File: src/rtl/speaker_ctrl_i2s.sv
// I2S serialiser for the CS4344 Pmod DAC: divides clk into MCLK/SCK/LRCK and shifts
// out one stereo pair of DATA_W-bit two's-complement samples per frame.
module speaker_ctrl_i2s #(
    parameter int DATA_W    = 16,
    parameter int MCLK_LOG2 = 2,
    parameter int SCK_LOG2  = 4
) (
    input  logic              clk,
    input  logic              reset,
    input  logic [DATA_W-1:0] audio_left,
    input  logic [DATA_W-1:0] audio_right,
    input  logic              mute,
    output logic              audio_mclk,
    output logic              audio_lrck,
    output logic              audio_sck,
    output logic              audio_sdin,
    output logic              sample_tick
);

    localparam int FRAME_W = 2 * DATA_W;
    localparam int CNT_W   = SCK_LOG2 + $clog2(FRAME_W);

    logic [CNT_W-1:0]   cnt;
    logic [FRAME_W-1:0] shreg;
    logic               sdin_q;
    logic               frame_end;
    logic               slot_end;

    assign frame_end = &cnt;
    assign slot_end  = &cnt[SCK_LOG2-1:0];

    // Clock outputs are straight register bits, so they are glitch-free.
    assign audio_mclk  = cnt[MCLK_LOG2-1];
    assign audio_sck   = cnt[SCK_LOG2-1];
    assign audio_lrck  = cnt[CNT_W-1];
    assign audio_sdin  = sdin_q;
    assign sample_tick = frame_end;

    always_ff @(posedge clk or negedge reset) begin
        if (!reset) begin
            cnt <= '0;
        end else begin
            cnt <= cnt + CNT_W'(1);
        end
    end

    // One shift per slot boundary from slot 1 onward (31 shifts per frame) parks the
    // right-word LSB in the MSB by frame end, so slot 0 of the next frame emits it
    // without a separate hold register. Samples are captured only on the frame-end edge.
    always_ff @(posedge clk or negedge reset) begin
        if (!reset) begin
            shreg  <= '0;
            sdin_q <= 1'b0;
        end else if (slot_end) begin
            sdin_q <= shreg[FRAME_W-1];
            if (frame_end) begin
                shreg <= mute ? '0 : {audio_left, audio_right};
            end else begin
                shreg <= {shreg[FRAME_W-2:0], 1'b0};
            end
        end
    end

endmodule

File: config.mk
export PLATFORM = sky130hd
export DESIGN_NAME = speaker_ctrl_i2s
export DESIGN_NICKNAME = d
export VERILOG_FILES = /design/src/rtl/speaker_ctrl_i2s.sv
export SDC_FILE = /design/constraint.sdc
export NUM_CORES = 1
export LEC_CHECK = 0
export BUFFER_PORTS_ARGS = -buffer_cell sky130_fd_sc_hd__buf_2
export CORE_ASPECT_RATIO = 1.5
export CORE_MARGIN = 2
export CORE_UTILIZATION = 48
export CTS_CLUSTER_SIZE = 30
export DETAILED_ROUTE_END_ITERATION = 16
export PLACE_DENSITY = 0.74
export SYNTH_ARGS = -nofsm -noshare
export SYNTH_HDL_FRONTEND = slang
export SYNTH_SLANG_ARGS = --single-unit
File: constraint.sdc
create_clock -name clk -period 1.9 [get_ports clk]
set_input_delay 0.19 -clock clk [delete_from_list [all_inputs] [get_ports clk]]
set_output_delay 0.19 -clock clk [all_outputs]
set_load 0.01 [all_outputs]
==> results.json <==
{
  "status": "finished clean",
  "p_per_area_mw_per_mm2": 656,
  "core_region_area_mm2": 0.00392,
  "worstRegToRegCells": 8,
  "ios": 40,
  "track_usage_pct": 17.5,
  "max_stage_delay_ns": 0.37,
  "clock.fmax_ghz": 0.567,
  "crit_top_cell": "ha_2",
  "initial_core_util_pct": 49.6,
  "power_switching_uw": 315,
  "synth_cell_types": 23,
  "setup_violations": 0,
  "fp.dieW_um": 56,
  "cp_max_fo": 15,
  "worstReg2RegStart": "cnt[0]$_DFF_PN0_",
  "cts_tree": "done",
  "wire_per_inst_um": 13.0,
  "row_count": 28,
  "crit_start": "cnt[0]$_DFF_PN0_",
  "vias": 1479,
  "synth_fa_ha_area_share_pct": 1.93,
  "crit_path_end_kind": "register",
  "synth.top_cell.area_share_pct": 54.0,
  "gr-total-overflow": 0,
  "critPathKind": "register to register",
  "fin_skew_ns": 0.00633,
  "synth_top_cell_by_area": "dfrtp_1",
  "nets": 285,
  "grt_max_degree": 68,
  "cp-start-kind": "register",
  "first_iter_violations": 30,
  "yosysSeqAreaShare_pct": 54.0,
  "gp_congestion": 0.735,
  "min_period_ns": 1.76,
  "final_cell_mix": "42 x dfrtp_1, 39 x buf_2, 34 x nand2_1",
  "diodes": 0,
  "synth_xor_area_share_pct": 2.70,
  "crit_end": "shreg[11]$_DFFE_PN0P_",
  "mappedNetlistArea_mm2": 0.00195,
  "cpMaxStageDelayCell": "dfrtp_1",
  "power.internal_mw": 1.22,
  "synthMuxAreaShare_pct": 1.29,
  "die_area_mm2": 0.00459,
  "synth_warnings": 0,
  "postLayoutCoreUtil_pct": 59.5,
  "ys_ff_latch": 42,
  "path_clk_slew_ns": 0.08,
  "worstPathArrival_ns": 1.97,
  "maxCapViolCount": 0,
  "antenna_found_initial": 0,
  "p_seq_share_pct": 58.3,
  "p_leak_nw": 1.18,
  "totalWireLength_um": 3800,
  "synth-compound-area-share_pct": 16.1,
  "netlist_top_cells_area": "dfrtp_1 54%, nor2b_1 10%, a21oi_1 7.7%",
  "syn_inst": 205,
  "dr.pass1.iters": 4,
  "ant_nets": 0,
  "fin_setup_tns_ns": 0,
  "cts.sinks": 42,
  "clk_latency_ns": 0.29,
  "drt-vias-per-instance": 5.05,
  "finalHoldViolCount": 0,
  "final_max_slew_viol_count": 0,
  "worstPathRequired_ns": 2.10,
  "syn_avg_cell_area_um2": 9.50,
  "ir_worst_vdd_mv": 0.437,
  "grt_pass1_wl_um": 6240,
  "nFillCells": 368,
  "switching_share_pct": 20.6,
  "hpwl_um": 2470,
  "rrSetupSlack_ns": 0.14,
  "relSlewSlack_pct": 61.1,
  "syn_to_final_growth_pct": 19.9,
  "rr_endpoint": "shreg[11]$_DFFE_PN0P_",
  "syn_nets": 243,
  "cts_max_path_buffers": 2,
  "synth_top_family_by_area": "simple AND/OR/NAND/NOR gates",
  "cts-buffers-inserted": 5,
  "hold_class": "primary input to register",
  "fp.dieH_um": 82,
  "grt_pass1_vias": 1440,
  "period_share_pct": 92.9,
  "worstMarginPinSlew_ns": 0.584,
  "root_buffer": "clkbuf_8",
  "yosys.area_share.simple_pct": 19.1,
  "p_comb_share_pct": 3.9,
  "cp_cell_sequence": "ha_2, nand3_2, nor3_4, ha_2, and2b_2, buf_12, a21oi_1, o21ai_0",
  "numPortBuffers": 39,
  "drc": 0,
  "final_common_cell": "dfrtp_1",
  "clkPwrFrac_pct": 37.7,
  "htreeDepth": 2,
  "drive_above_1_share_pct": 24.2
}
-- routing by layer --
| layer | global-route usage, % | vias to the layer above | share of wire [%] |
|---|---|---|---|
| li1 | - | 758 | - |
| met1 | 21.5 | 690 | 45 |
| met2 | 29.2 | 27 | 50 |
| met3 | 4.57 | 4 | 4.1 |
| met4 | 7.86 | 0 | 1.1 |
| met5 | 0 | - | 0 |
-- power groups by stage --
stage | Sequential (mW) | Combinational (mW) | Clock (mW)
6_report | 0.893 | 0.0601 | 0.578
5_1_grt | 0.893 | 0.0678 | 0.627
4_1_cts | 0.893 | 0.0624 | 0.597
3_5_place_dp | 0.911 | 0.0606 | 0
3_3_place_gp | 0.911 | 0.0611 | 0
2_1_floorplan | 0.911 | 0.00181 | 0
-- through the flow --
| step | cells | hold slack [ns] | power (mW) | setup WS (ns) | cell area [µm²] |
|---|---|---|---|---|---|
| after CTS | 290 | 0.0944 | 1.55 | 0.0525 | 2280 |
| after floorplan | 205 | -0.106 | 0.913 | 0.0371 | 1960 |
| after global routing | 293 | 0.0993 | 1.59 | -0.00197 | 2330 |
| after detailed placement | 281 | 0.204 | 0.971 | 0.0816 | 2180 |
| final | 293 | 0.102 | 1.53 | 0.136 | 2330 |
| after global placement | 281 | 0.201 | 0.972 | 0.191 | 2180 |
-- sequential cells by signal (all words and copies together) (netlist names) --
signal,flops
shreg,32
cnt,9
audio_sdin,1
-- synthesized netlist by cell type (all sizes together) --
master / n
xnor2: 3
nor3: 1
inv: 3
mux2: 1
buf: 8
nor2: 3
o21ai: 31
clkbuf: 5
xor2: 3
and2b: 1
a21oi: 30
mux2i: 1
nor2b: 31
nand4: 1
dfrtp: 42
nand3: 3
ha: 3
o31ai: 1
nand2: 34
-- worst min path at each step --
stage / slack, ns / from / cells after the start / to
final: 0.10 / mute / 2 / shreg[0]$_DFFE_PN0P_
after global routing: 0.1 / mute / 2 / shreg[0]$_DFFE_PN0P_
after CTS: 0.09 / mute / 2 / shreg[0]$_DFFE_PN0P_
after detailed placement: 0.20 / reset / 1 / cnt[1]$_DFF_PN0_
after global placement: 0.20 / reset / 1 / cnt[3]$_DFF_PN0_
after floorplan: -0.11 / reset / 0 / audio_sdin$_DFFE_PN0P_
-- layout make-up --
| cell class | count | area (µm²) | area share (%) |
|---|---|---|---|
| tap | 45 | 56.3 | 2.41 |
| clock buffer | 7 | 86.3 | 3.70 |
| sequential | 42 | 1050 | 45.0 |
| inverter | 3 | 11.3 | 0.482 |
| clock inverter | 1 | 5.00 | 0.214 |
| timing repair buffer | 48 | 308 | 13.2 |
| multi-input combinational | 147 | 817 | 35.0 |
-- repair_timing --
| item | 4_1_cts | 5_1_grt |
|---|---|---|
| hold buffers | 1 | 0 |
| endpoints found under the setup margin | 0 | 17 |
| resized for setup | 0 | 10 |
| setup buffers | 0 | 2 |
| endpoints found under the hold margin | 22 | 0 |
-- worst max-delay path: cells and delay by family, from the launching register on --
kind                       cells  cell delay [ns]
and+or+nand+nor                3             0.47
DFF                            1             0.37
adders and majority gates      2             0.43
buffers and inverters          1             0.16
AOI/OAI and AO/OA              2             0.25
-- cells by family (layout without fill, tap and decap cells) --
group | count (synthesis) | count (layout)
buf+inv | 16 | 59
fa+ha+maj | 3 | 3
mux | 2 | 2
xor+xnor | 6 | 6
compound gates | 62 | 62
simple gates | 74 | 74
flops | 42 | 42
(Power assumes the default switching activity.)
